$ cat src/rtl/pc_unit_if.sv
// Bus between the control/decode side and the program-counter stage.
// The master drives the control and decoded-instruction fields; the slave
// (pc_unit) returns the PC, run/halt status and perf counters.
interface pc_unit_if #(
    parameter int CNT_W = 32
);
    logic             PCWre;
    logic [1:0]       PCSrc;
    logic [31:0]      immExt;
    logic [25:0]      jAddr;
    logic             resume;
    logic [31:0]      curPC;
    logic [31:0]      nextPC;
    logic             halted;
    logic [CNT_W-1:0] instCount;
    logic [CNT_W-1:0] branchCount;

    modport master (
        output PCWre, PCSrc, immExt, jAddr, resume,
        input  curPC, nextPC, halted, instCount, branchCount
    );

    modport slave (
        input  PCWre, PCSrc, immExt, jAddr, resume,
        output curPC, nextPC, halted, instCount, branchCount
    );
endinterface

$ cat src/rtl/pc_unit.sv
// Program-counter stage: holds the architectural PC, selects the next PC
// from the control unit's PCSrc, tracks run/halt and keeps saturating
// retired-instruction and taken-branch counters.
module pc_unit #(
    parameter logic [31:0] RESET_PC = 32'h0000_0000,
    parameter int          CNT_W    = 32
) (
    input  logic        CLK,
    input  logic        Reset,
    pc_unit_if.slave    bus
);

    typedef enum logic {
        RUN    = 1'b0,
        HALTED = 1'b1
    } state_t;

    localparam logic [1:0] SRC_SEQ    = 2'b00;
    localparam logic [1:0] SRC_BRANCH = 2'b01;
    localparam logic [1:0] SRC_JUMP   = 2'b10;

    state_t           state_q, state_d;
    logic [31:0]      pc_q, pc_d;
    logic [CNT_W-1:0] inst_cnt_q, inst_cnt_d;
    logic [CNT_W-1:0] br_cnt_q, br_cnt_d;

    logic [31:0]        pc4;
    logic signed [31:0] imm_s;
    logic signed [31:0] br_off;
    logic [31:0]        next_pc;
    logic               halt_cond;

    // Counters stick at all-ones instead of wrapping back to zero.
    function automatic logic [CNT_W-1:0] sat_inc(input logic [CNT_W-1:0] v);
        return (&v) ? v : v + 1'b1;
    endfunction

    // Next-PC selection; purely combinational and evaluated in every state.
    always_comb begin
        pc4    = pc_q + 32'd4;
        imm_s  = $signed(bus.immExt);
        br_off = imm_s <<< 2;
        unique case (bus.PCSrc)
            SRC_SEQ:    next_pc = pc4;
            SRC_BRANCH: next_pc = pc4 + br_off;
            SRC_JUMP:   next_pc = {pc4[31:28], bus.jAddr, 2'b00};
            default:    next_pc = pc_q;
        endcase
    end

    // Run/halt FSM next state, PC update and counter updates.
    always_comb begin
        state_d    = state_q;
        pc_d       = pc_q;
        inst_cnt_d = inst_cnt_q;
        br_cnt_d   = br_cnt_q;
        halt_cond  = !bus.PCWre || (bus.PCSrc == 2'b11);
        unique case (state_q)
            RUN: begin
                // The halt instruction still retires, but a halting cycle
                // never counts as a taken branch.
                inst_cnt_d = sat_inc(inst_cnt_q);
                if (halt_cond) begin
                    state_d = HALTED;
                end else begin
                    pc_d = next_pc;
                    if (bus.PCSrc == SRC_BRANCH) begin
                        br_cnt_d = sat_inc(br_cnt_q);
                    end
                end
            end
            HALTED: begin
                // Resuming steps past the halt instruction without retiring.
                if (bus.resume) begin
                    state_d = RUN;
                    pc_d    = pc4;
                end
            end
            default: state_d = RUN;
        endcase
    end

    // State register with synchronous reset over PC, FSM and counters.
    always_ff @(posedge CLK) begin
        if (Reset) begin
            state_q    <= RUN;
            pc_q       <= RESET_PC;
            inst_cnt_q <= '0;
            br_cnt_q   <= '0;
        end else begin
            state_q    <= state_d;
            pc_q       <= pc_d;
            inst_cnt_q <= inst_cnt_d;
            br_cnt_q   <= br_cnt_d;
        end
    end

    assign bus.curPC       = pc_q;
    assign bus.nextPC      = next_pc;
    assign bus.halted      = (state_q == HALTED);
    assign bus.instCount   = inst_cnt_q;
    assign bus.branchCount = br_cnt_q;

endmodule

$ cat src/flat_wrapper.sv
// flat-port wrapper written by rule: the top's interface ports become plain ports
module pc_unit_flat 
#(
    parameter logic [31:0] RESET_PC = 32'h0000_0000,
    parameter int          CNT_W    = 32
)
  (CLK, Reset, bus_PCWre, bus_PCSrc, bus_immExt, bus_jAddr, bus_resume, bus_curPC, bus_nextPC, bus_halted, bus_instCount, bus_branchCount);
  pc_unit_if #(.CNT_W(CNT_W)) bus_i ();
  input  logic CLK;
  input  logic Reset;
  input wire logic [$bits(bus_i.PCWre)-1:0] bus_PCWre;
  input wire logic [$bits(bus_i.PCSrc)-1:0] bus_PCSrc;
  input wire logic [$bits(bus_i.immExt)-1:0] bus_immExt;
  input wire logic [$bits(bus_i.jAddr)-1:0] bus_jAddr;
  input wire logic [$bits(bus_i.resume)-1:0] bus_resume;
  output wire logic [$bits(bus_i.curPC)-1:0] bus_curPC;
  output wire logic [$bits(bus_i.nextPC)-1:0] bus_nextPC;
  output wire logic [$bits(bus_i.halted)-1:0] bus_halted;
  output wire logic [$bits(bus_i.instCount)-1:0] bus_instCount;
  output wire logic [$bits(bus_i.branchCount)-1:0] bus_branchCount;
  assign bus_i.PCWre = bus_PCWre;
  assign bus_i.PCSrc = bus_PCSrc;
  assign bus_i.immExt = bus_immExt;
  assign bus_i.jAddr = bus_jAddr;
  assign bus_i.resume = bus_resume;
  assign bus_curPC = bus_i.curPC;
  assign bus_nextPC = bus_i.nextPC;
  assign bus_halted = bus_i.halted;
  assign bus_instCount = bus_i.instCount;
  assign bus_branchCount = bus_i.branchCount;
  pc_unit #(.RESET_PC(RESET_PC), .CNT_W(CNT_W)) u_core (.CLK(CLK), .Reset(Reset), .bus(bus_i));
endmodule
$ cat config.mk
export PLATFORM = sky130hd
export DESIGN_NAME = pc_unit_flat
export DESIGN_NICKNAME = d
export VERILOG_FILES = /design/src/rtl/pc_unit_if.sv /design/src/rtl/pc_unit.sv /design/src/flat_wrapper.sv
export SDC_FILE = /design/constraint.sdc
export NUM_CORES = 1
export LEC_CHECK = 0
export CAP_MARGIN = 15
export CORE_ASPECT_RATIO = 1.25
export CORE_MARGIN = 10
export CORE_UTILIZATION = 40
export CTS_CLUSTER_SIZE = 12
export DETAILED_ROUTE_END_ITERATION = 6
export PLACE_DENSITY = 0.78
export SKIP_LAST_GASP = 1
export SLEW_MARGIN = 30
export SYNTH_ARGS = -nofsm -noshare
export SYNTH_HDL_FRONTEND = slang
export SYNTH_SLANG_ARGS = --single-unit
$ cat constraint.sdc
create_clock -name CLK -period 5.8 [get_ports CLK]
set_clock_uncertainty 0.2 [all_clocks]
set_input_delay 1.16 -clock CLK [delete_from_list [all_inputs] [get_ports CLK]]
set_output_delay 1.16 -clock CLK [all_outputs]
set_load 0.05 [all_outputs]
== Word-level counts from Yosys, hierarchy flattened ==
Index checks and enable logic that the tools add are counted.

* Reduce and logical (&&, ||, !) cells: 8
* Eq/ne operators: 5
* Mux-type cells: 7
* Bitwise gates (word level): 4
* Add/subtract/negate cells: 4

{| class="wikitable"
|+ Operators by type and width
! kind !! number
|-
| one-hot mux 32 bit (3 select lines) || 1
|-
| adder 32 x 1 -> 32 bit, second input constant || 2
|-
| two-way mux 32 bit || 2
|-
| one-hot mux 32 bit (2 select lines) || 1
|-
| AND reduction 32 bit || 2
|-
| adder 32 x 3 -> 32 bit, second input constant || 1
|-
| adder 32 bit || 1
|-
| equality test 2 bit, second input constant || 2
|-
| inequality test 2 bit, second input constant || 2
|-
| inverter 1 bit || 4
|-
| AND reduction 2 bit || 2
|-
| AND reduction 4 bit || 1
|-
| equality test 2 x 1 -> 1 bit, second input constant || 1
|-
| logical NOT 2 bit || 1
|-
| two-way mux 1 bit || 2
|-
| one-hot mux 1 bit (2 select lines) || 1
|-
| logical NOT 1 bit || 1
|-
| logical OR 1 bit || 1
|}

* Logic and storage cells: 32
* Flip-flop bits (word level): 97
* Input port bits: 64
* Output and inout port bits: 129

== Longest topological paths before layout ==
Gate-level depths: netlist (run 1).

* Word-level depth: 5
* Depth in mapped cells: 17
* Depth with buffers taken out: 15

== Least setup slack after synthesis (run 1) ==
OpenSTA, ideal clock, no wires.

* Path type: register -> output
* Start: register u_core.pc_q[13] (netlist: u_core.bus.curPC[13])
* End: output port bus_nextPC[31]
* Stages on the path, launching flop included: 16
* Setup slack: -0.688 ns
* Arrival: 5.128 ns
* Cells stage by stage: dfxtp_1 -> buf_2 -> and4_1 -> nand4_1 -> nand4bb_1 -> clkbuf_1 -> or2_2 -> xnor2_1 -> ha_1 -> a21oi_1 -> nor2b_1 -> or3_1 -> o31ai_1 -> xnor2_1 -> mux2_2 -> a221oi_1

* Word-level cells in the longest chain between the ends: 3

{| class="wikitable"
|+ Ends and longest elaborated chain
! item !! RTL line !! source
|-
| from (decl) || pc_unit.sv:23 || <nowiki>logic [31:0] pc_q, pc_d;</nowiki>
|-
| from (signal assigned) || pc_unit.sv:92 || <nowiki>pc_q <= pc_d;</nowiki>
|-
| adder 32 x 3 -> 32 bit * || pc_unit.sv:40 || <nowiki>pc4 = pc_q + 32'd4;</nowiki>
|-
| adder 32 bit || pc_unit.sv:45 || <nowiki>SRC_BRANCH: next_pc = pc4 + br_off;</nowiki>
|-
| one-hot mux 32 bit (3 select lines) * || pc_unit.sv:43 || <nowiki>unique case (bus.PCSrc)</nowiki>
|-
| to (decl) || flat_wrapper.sv:17 || <nowiki>output wire logic [$bits(bus_i.nextPC)-1:0] bus_nextPC;</nowiki>
|}

Every way passes the cells marked *; elsewhere a longest branch is shown, timed or not.

== Worst setup path after layout (run 1) ==
* Start: register u_core.pc_q[2] (netlist: u_core.bus.curPC[2])
* End: output port bus_nextPC[31]

Same word-level chain as after synthesis.

==> results.md, run 1 <==
* Status: finished, final reports clean
* Fin crit period at 5.77 ns
* Dpl hpwl at 21,600 microns
* P_leak at 4.06 nW
* CP delay by family, top: simple AND/OR/NAND/NOR gates
* First-pass DRT Iterations at 6
* Starting Density at 0.405
* DRT iter0 DRCs at 601
* Synth cell types at 79
* Yosys top cell by area: dfxtp_1
* Placed cell areas at 10,300 sq um
* Cells after synthesis at 1,024
* Die Area at 25,600 sq um
* R2R cell count at 15
* Avg Inst Size Synth at 7.65 sq um
* Site row count at 57
* WHS Path Cells at 1
* Hold EP: u_core.bus.curPC[1]
* Max_slew headroom at 0.317
* CP max FO at 9
* Synth top area cells: dfxtp_1, xnor2_1, ha_1, a21oi_1, nor2_1
* Seq cells post-synth at 97
* Top cell type's share of synthesized area at 0.248
* Post-Syn Nets at 1,125
* Period Utilization, post-route at 0.994
* Hold_buf cts at 0
* Worst EP required at 4.44 ns
* Reg2reg start: u_core.bus.curPC[2]
* Port Buffers at 190
* Crit path launch: u_core.bus.curPC[2]
* Ys flop type: dfxtp_1
* Final Util at 0.558
* Fin Setup TNS at 0 ns
* Asr flop ratio synth at 0
* Area of the multi-input gates at 5700 sq um
* Wire per inst at 19.1 microns
* Sequential share of the synthesized area at 0.248
* CP max stage cell: dfxtp_2
* Flop-to-flop setup slack at 1.69 ns
* Critical path type: reg -> out
* Slowest cell delay on critical path at 0.42 ns
* Root buffer cell: clkbuf_16
* Share of post-route cells with drive strength above 1 at 0.135
* Largest net degree at the start of global routing at 59
* Setup ws final at 0.0334 ns
* Fmax at 0.173 GHz
* Critical path, cell by cell: ha_1, and3_1, and3_1, and2b_1, nand2_1, xnor2_1, ha_1, nand4_1, nor4_2, nand2_1, o21ai_2, o31ai_2, xnor2_1, mux2_2, a221oi_4, buf_12
* Tot Pwr at 2.20 mW
* Total GRT Usage at 0.207
* Post-synth EDFFs at 0
* RSZ-0062 raised after global routing: yes
* Vias in the first global route at 8,216
* CORE AREA at 19,300 sq um
* # clock sinks at 97
* Critical path depth in cells at 16
* CP bufs+invs at 1
* Residual DRC at 0
* Max H-tree Level at 3
* Routed wire length at 28,400 microns
* CTS tree: done
* Mapped Area at 7830 sq um
* Longest Clk Path Bufs at 2
* Detailed-route via count at 8,591
* Layout area overhead at 37.7%
* Placer congestion estimate at 0.975
* Fin area at 10,800 sq um
* Power density cells at 204 nW/um^2
* Die extent in x at 145 microns
* Pre-CTS setup slack at -0.112 ns
* Final Setup Violations at 0
* Hold Startpoint: u_core.bus.curPC[1]
* Total CTS buffers at 9
* Grt total ovfl at 0
* Routed Antenna Nets at 0
* Syn. warnings at 0
* Slew @ Worst Pin at 1.02 ns
* Vias per cell at 5.77
* Fillers at 1,793
* Hold WC Path Type: reg -> reg
* Nets@finish at 1,317
* Worst Path Arrival at 4.41 ns
* Initial antenna violation count at 2
* Startpoint type of the worst setup path: register
* Fin. Hold Viols at 0
* First-pass GRT wire length at 43,900 microns
* Io pins at 193
* Endpoint class of the critical path: primary output
* Max cap viols at 0
* Reg2reg end: u_core.bus.curPC[17]
* CTS clk-pin slew, worst paths at 0.07 ns
* Worst IR Drop VDD at 128 uV
* Final Max Tran Viols at 0
* Register area at 1970 sq um
* Die height at 176 microns
* Clk Latency, worst-skew pair at 0.35 ns
## worst max path at each step
stage | end | slack (ns)
4_1_cts | bus_nextPC[31] | -0.03
3_5_place_dp | bus_nextPC[30] | -0.11
2_1_floorplan | bus_nextPC[27] | 0.02
5_1_grt | bus_nextPC[31] | -0.18
3_3_place_gp | bus_nextPC[30] | -0.07
6_report | bus_nextPC[31] | 0.03
## power breakdown
group	switching, mW	internal [mW]
clock	0.294	0.300
sequential	0.0377	0.688
combinational	0.527	0.349
## synthesized netlist by cell type, drive strengths merged (15+ instances only)
cell type,instances
nor2,108
dfxtp,97
nand2,94
a21oi,87
xnor2,64
o21ai,58
clkbuf,42
xor2,37
ha,36
nand3,34
inv,33
nand4,32
nor3,32
a211oi,19
or3,19
and4,16
a21o,15
nor4,15
## layout make-up
| class | instances | share of cell area |
|---|---|---|
| diodes | 2 | 0.000464 |
| clock buffers | 9 | 0.0209 |
| clock inverters | 7 | 0.00592 |
| inverters | 33 | 0.0115 |
| multi-input cells | 839 | 0.528 |
| flip-flops and latches | 97 | 0.183 |
| well taps | 265 | 0.0307 |
| repair buffers | 236 | 0.219 |
## through the flow
step           hold slack (ns)  instances
6_report                 0.294       1488
5_1_grt                  0.312       1487
4_1_cts                  0.293       1483
3_5_place_dp             0.264       1466
3_3_place_gp             0.269       1466
2_1_floorplan            0.421       1024
## registers in the layout (all words and copies together) (netlist names)
signal and flops:
u_core.bus.instCount 32, u_core.bus.halted 1, u_core.bus.curPC 32, u_core.bus.branchCount 32
## logic make-up after synthesis
kind of cell	count (synthesis)	share of synthesized area
mux	26	0.0452
fa+ha+maj	37	0.0601
simple gates	410	0.271
xor+xnor	101	0.113
flops	97	0.248
buf+inv	88	0.0452
compound gates	265	0.218
## placed cells by master (no fill, tap or decap), types with 7 or more instances in the layout
master / count
clkdlybuf4s50_1: 157
nor2_1: 108
nand2_1: 94
dfxtp_1: 82
a21oi_1: 81
buf_4: 61
xnor2_1: 60
o21ai_0: 54
xor2_1: 36
ha_1: 35
nand3_1: 33
inv_1: 33
nand4_1: 31
nor3_1: 29
or3_1: 19
a211oi_1: 17
buf_12: 16
and4_1: 14
a21o_1: 14
mux2i_1: 14
and3_1: 12
nor4_1: 11
and2_1: 10
o211ai_1: 10
a31oi_1: 10
dfxtp_2: 10
clkbuf_16: 9
nor2b_1: 8
a22oi_1: 8
mux4_2: 7
## metal layers
metal  share of wire  track usage
met4           0.033       0.0835
met2            0.49        0.364
met3           0.073       0.0448
met1            0.40        0.240
met5               0            0
## repair_timing
action,in CTS,in global routing
pin swaps,1,8
gates resized for setup,9,23
setup endpoints to repair,2,7
buffers inserted,1,3
gates cloned,0,0
Note: power is estimated with default switching activity, not from simulation.
==> run 2: changes to the inputs <==
--- a/config.mk
+++ b/config.mk
@@ -11,6 +11,7 @@
 export CORE_UTILIZATION = 40
 export CTS_CLUSTER_SIZE = 12
 export DETAILED_ROUTE_END_ITERATION = 6
+export GPL_ROUTABILITY_DRIVEN = 0
 export PLACE_DENSITY = 0.78
 export SKIP_LAST_GASP = 1
 export SLEW_MARGIN = 30
==> run 2 against run 1 <==
  * Register-to-register slack improved by 0.03 ns
  * Worst hold slack improved by 0.0058 ns
  * Core utilization rose by 0.097 points
  * Clock power rose by 9.4%
  * Fmax rose by 0.38%
  * Largest power group unchanged
  * Global-route usage rose by 0.12 points
==> results.md, run 2 (synthesis gave the netlist of run 1 again) <==
* CORE AREA at 19,300 sq um (unchanged)
* Die height at 176 microns (unchanged)
* Share of post-route cells with drive strength above 1 at 0.134 (-0.00104)
* First-pass GRT wire length at 44,100 microns (+0.66%)
* Dpl hpwl at 21,500 microns (-0.29%)
* CP max FO at 8 (-1)
* Pre-CTS setup slack at -0.0876 ns (+0.0240 ns)
* Residual DRC at 0 (unchanged)
* Worst EP required at 4.44 ns (about the same)
* Hold WC Path Type: reg -> reg
* Max cap viols at 0 (unchanged)
* Nets@finish at 1,319 (+0.15%)
* RSZ-0062 raised after global routing: yes
* P_leak at 4.07 nW (+0.32%)
* Die Area at 25,600 sq um (unchanged)
* Period Utilization, post-route at 0.991 (-0.00372)
* Power density cells at 208 nW/um^2 (+2.3%)
* Routed wire length at 28,400 microns (-0.11%)
* Fin crit period at 5.74 ns (-0.0216 ns)
* Layout area overhead at 37.9%
* Detailed-route via count at 8,628 (+0.43%)
* Root buffer cell: clkbuf_16
* Flop-to-flop setup slack at 1.72 ns (+0.03 ns)
* Fmax at 0.174 GHz (+0.38%)
* Final Max Tran Viols at 0 (unchanged)
* Die extent in x at 145 microns (unchanged)
* Max_slew headroom at 0.349 (+0.0319)
* Vias in the first global route at 8,173 (-0.52%)
* Setup ws final at 0.0550 ns (+0.0216 ns)
* Critical path, cell by cell: and4_2, nand4_1, buf_4, nand4bb_4, or2_2, xnor2_1, ha_1, a21oi_2, nor2b_1, or3_1, o31ai_1, xnor2_1, mux2_2, a221oi_4, buf_12
* Longest Clk Path Bufs at 2 (unchanged)
* Cell with the most instances on the worst path: xnor2_1
* Register area at 1980 sq um (+0.13%)
* CP delay by family, top: simple AND/OR/NAND/NOR gates
* Commonest non-fill, non-tap cells in the layout: clkdlybuf4s50_1, nor2_1, nand2_1
* Area of the multi-input gates at 5680 sq um (-0.37%)
* Port Buffers at 190 (unchanged)
* First-pass DRT Iterations at 6 (unchanged)
* Site row count at 57 (unchanged)
* Fin Setup TNS at 0 ns (unchanged)
* Worst Path Arrival at 4.38 ns (-0.03 ns)
* Fin. Hold Viols at 0 (unchanged)
* Final Setup Violations at 0 (unchanged)
* Routed Antenna Nets at 0 (unchanged)
* Total CTS buffers at 9 (unchanged)
* Critical path type: reg -> out
* Largest net degree at the start of global routing at 59 (unchanged)
* Io pins at 193 (unchanged)
* Wire per inst at 19.1 microns (-0.17%)
* Startpoint type of the worst setup path: register
* Vias per cell at 5.79 (+0.36%)
* Grt total ovfl at 0 (unchanged)
* Worst IR Drop VDD at 160 uV (+25%)
* CTS clk-pin slew, worst paths at 0.08 ns (about the same)
* Slowest cell delay on critical path at 0.41 ns (about the same)
* Max H-tree Level at 3 (unchanged)
* Slew @ Worst Pin at 0.973 ns (-0.0477 ns)
* CP bufs+invs at 2 (+1)
* Most common cell after layout, fill and taps aside: clkdlybuf4s50_1
* Clk Latency, worst-skew pair at 0.35 ns (about the same)
* Final Util at 0.559 (+0.000971)
* Fillers at 1,741 (-2.9%)
* Initial antenna violation count at 1 (-1)
* Starting Density at 0.405 (unchanged)
* Total GRT Usage at 0.208 (+0.00122)
* DRT iter0 DRCs at 747 (+24%)
* Endpoint class of the critical path: primary output
* CP max stage cell: dfxtp_2
* # clock sinks at 97 (unchanged)
* Tot Pwr at 2.25 mW (+2.5%)
* Status: finished, final reports clean
* CTS tree: done
run 2: path summary, 6_finish.rpt:
path                                            from              endpoint  cells after the start
worst min-delay path             u_core.bus.curPC[1]   u_core.bus.curPC[1]                      1
worst max-delay path            u_core.bus.curPC[14]        bus_nextPC[31]                     15
worst min register to register   u_core.bus.curPC[1]   u_core.bus.curPC[1]                      1
worst max register to register   u_core.bus.curPC[5]  u_core.bus.curPC[30]                     15
run 2: where the power goes:
part,leakage [nW],internal (mW),switching (mW)
Clock,0.156,0.348,0.302
Combinational,3.12,0.349,0.527
Sequential,0.794,0.689,0.0365
run 2: per-layer routing:
layer,GRT usage,vias up,wire length (microns)
li1,-,4138,-
met1,0.245,4062,11400
met2,0.365,363,14100
met3,0.0438,65,2030
met4,0.0772,0,912
met5,0,-,0
run 2: cell type report:
class | count | share of cell area
Multi-Input combinational cell | 839 | 0.525
Timing Repair Buffer | 238 | 0.220
Sequential cell | 97 | 0.183
Tap cell | 265 | 0.0307
Clock buffer | 9 | 0.0208
Inverter | 33 | 0.0115
Clock inverter | 7 | 0.00857
Antenna cell | 1 | 0.000232
run 2: timing repair:
item	4_1_cts	5_1_grt
gates resized for setup	6	23
cloned	0	0
buffers inserted	0	5
endpoints found under the hold margin	0	0
pin swaps	0	7
setup endpoints to repair	3	8
hold buffers	0	0
run 2: through the flow:
stage	hold WS [ns]	area, sq um	cells
CTS	0.299	10700	1483
global placement	0.268	10300	1467
global route	0.320	10800	1488
finish	0.300	10800	1489
floorplan	0.421	7880	1024
detailed placement	0.271	10300	1467
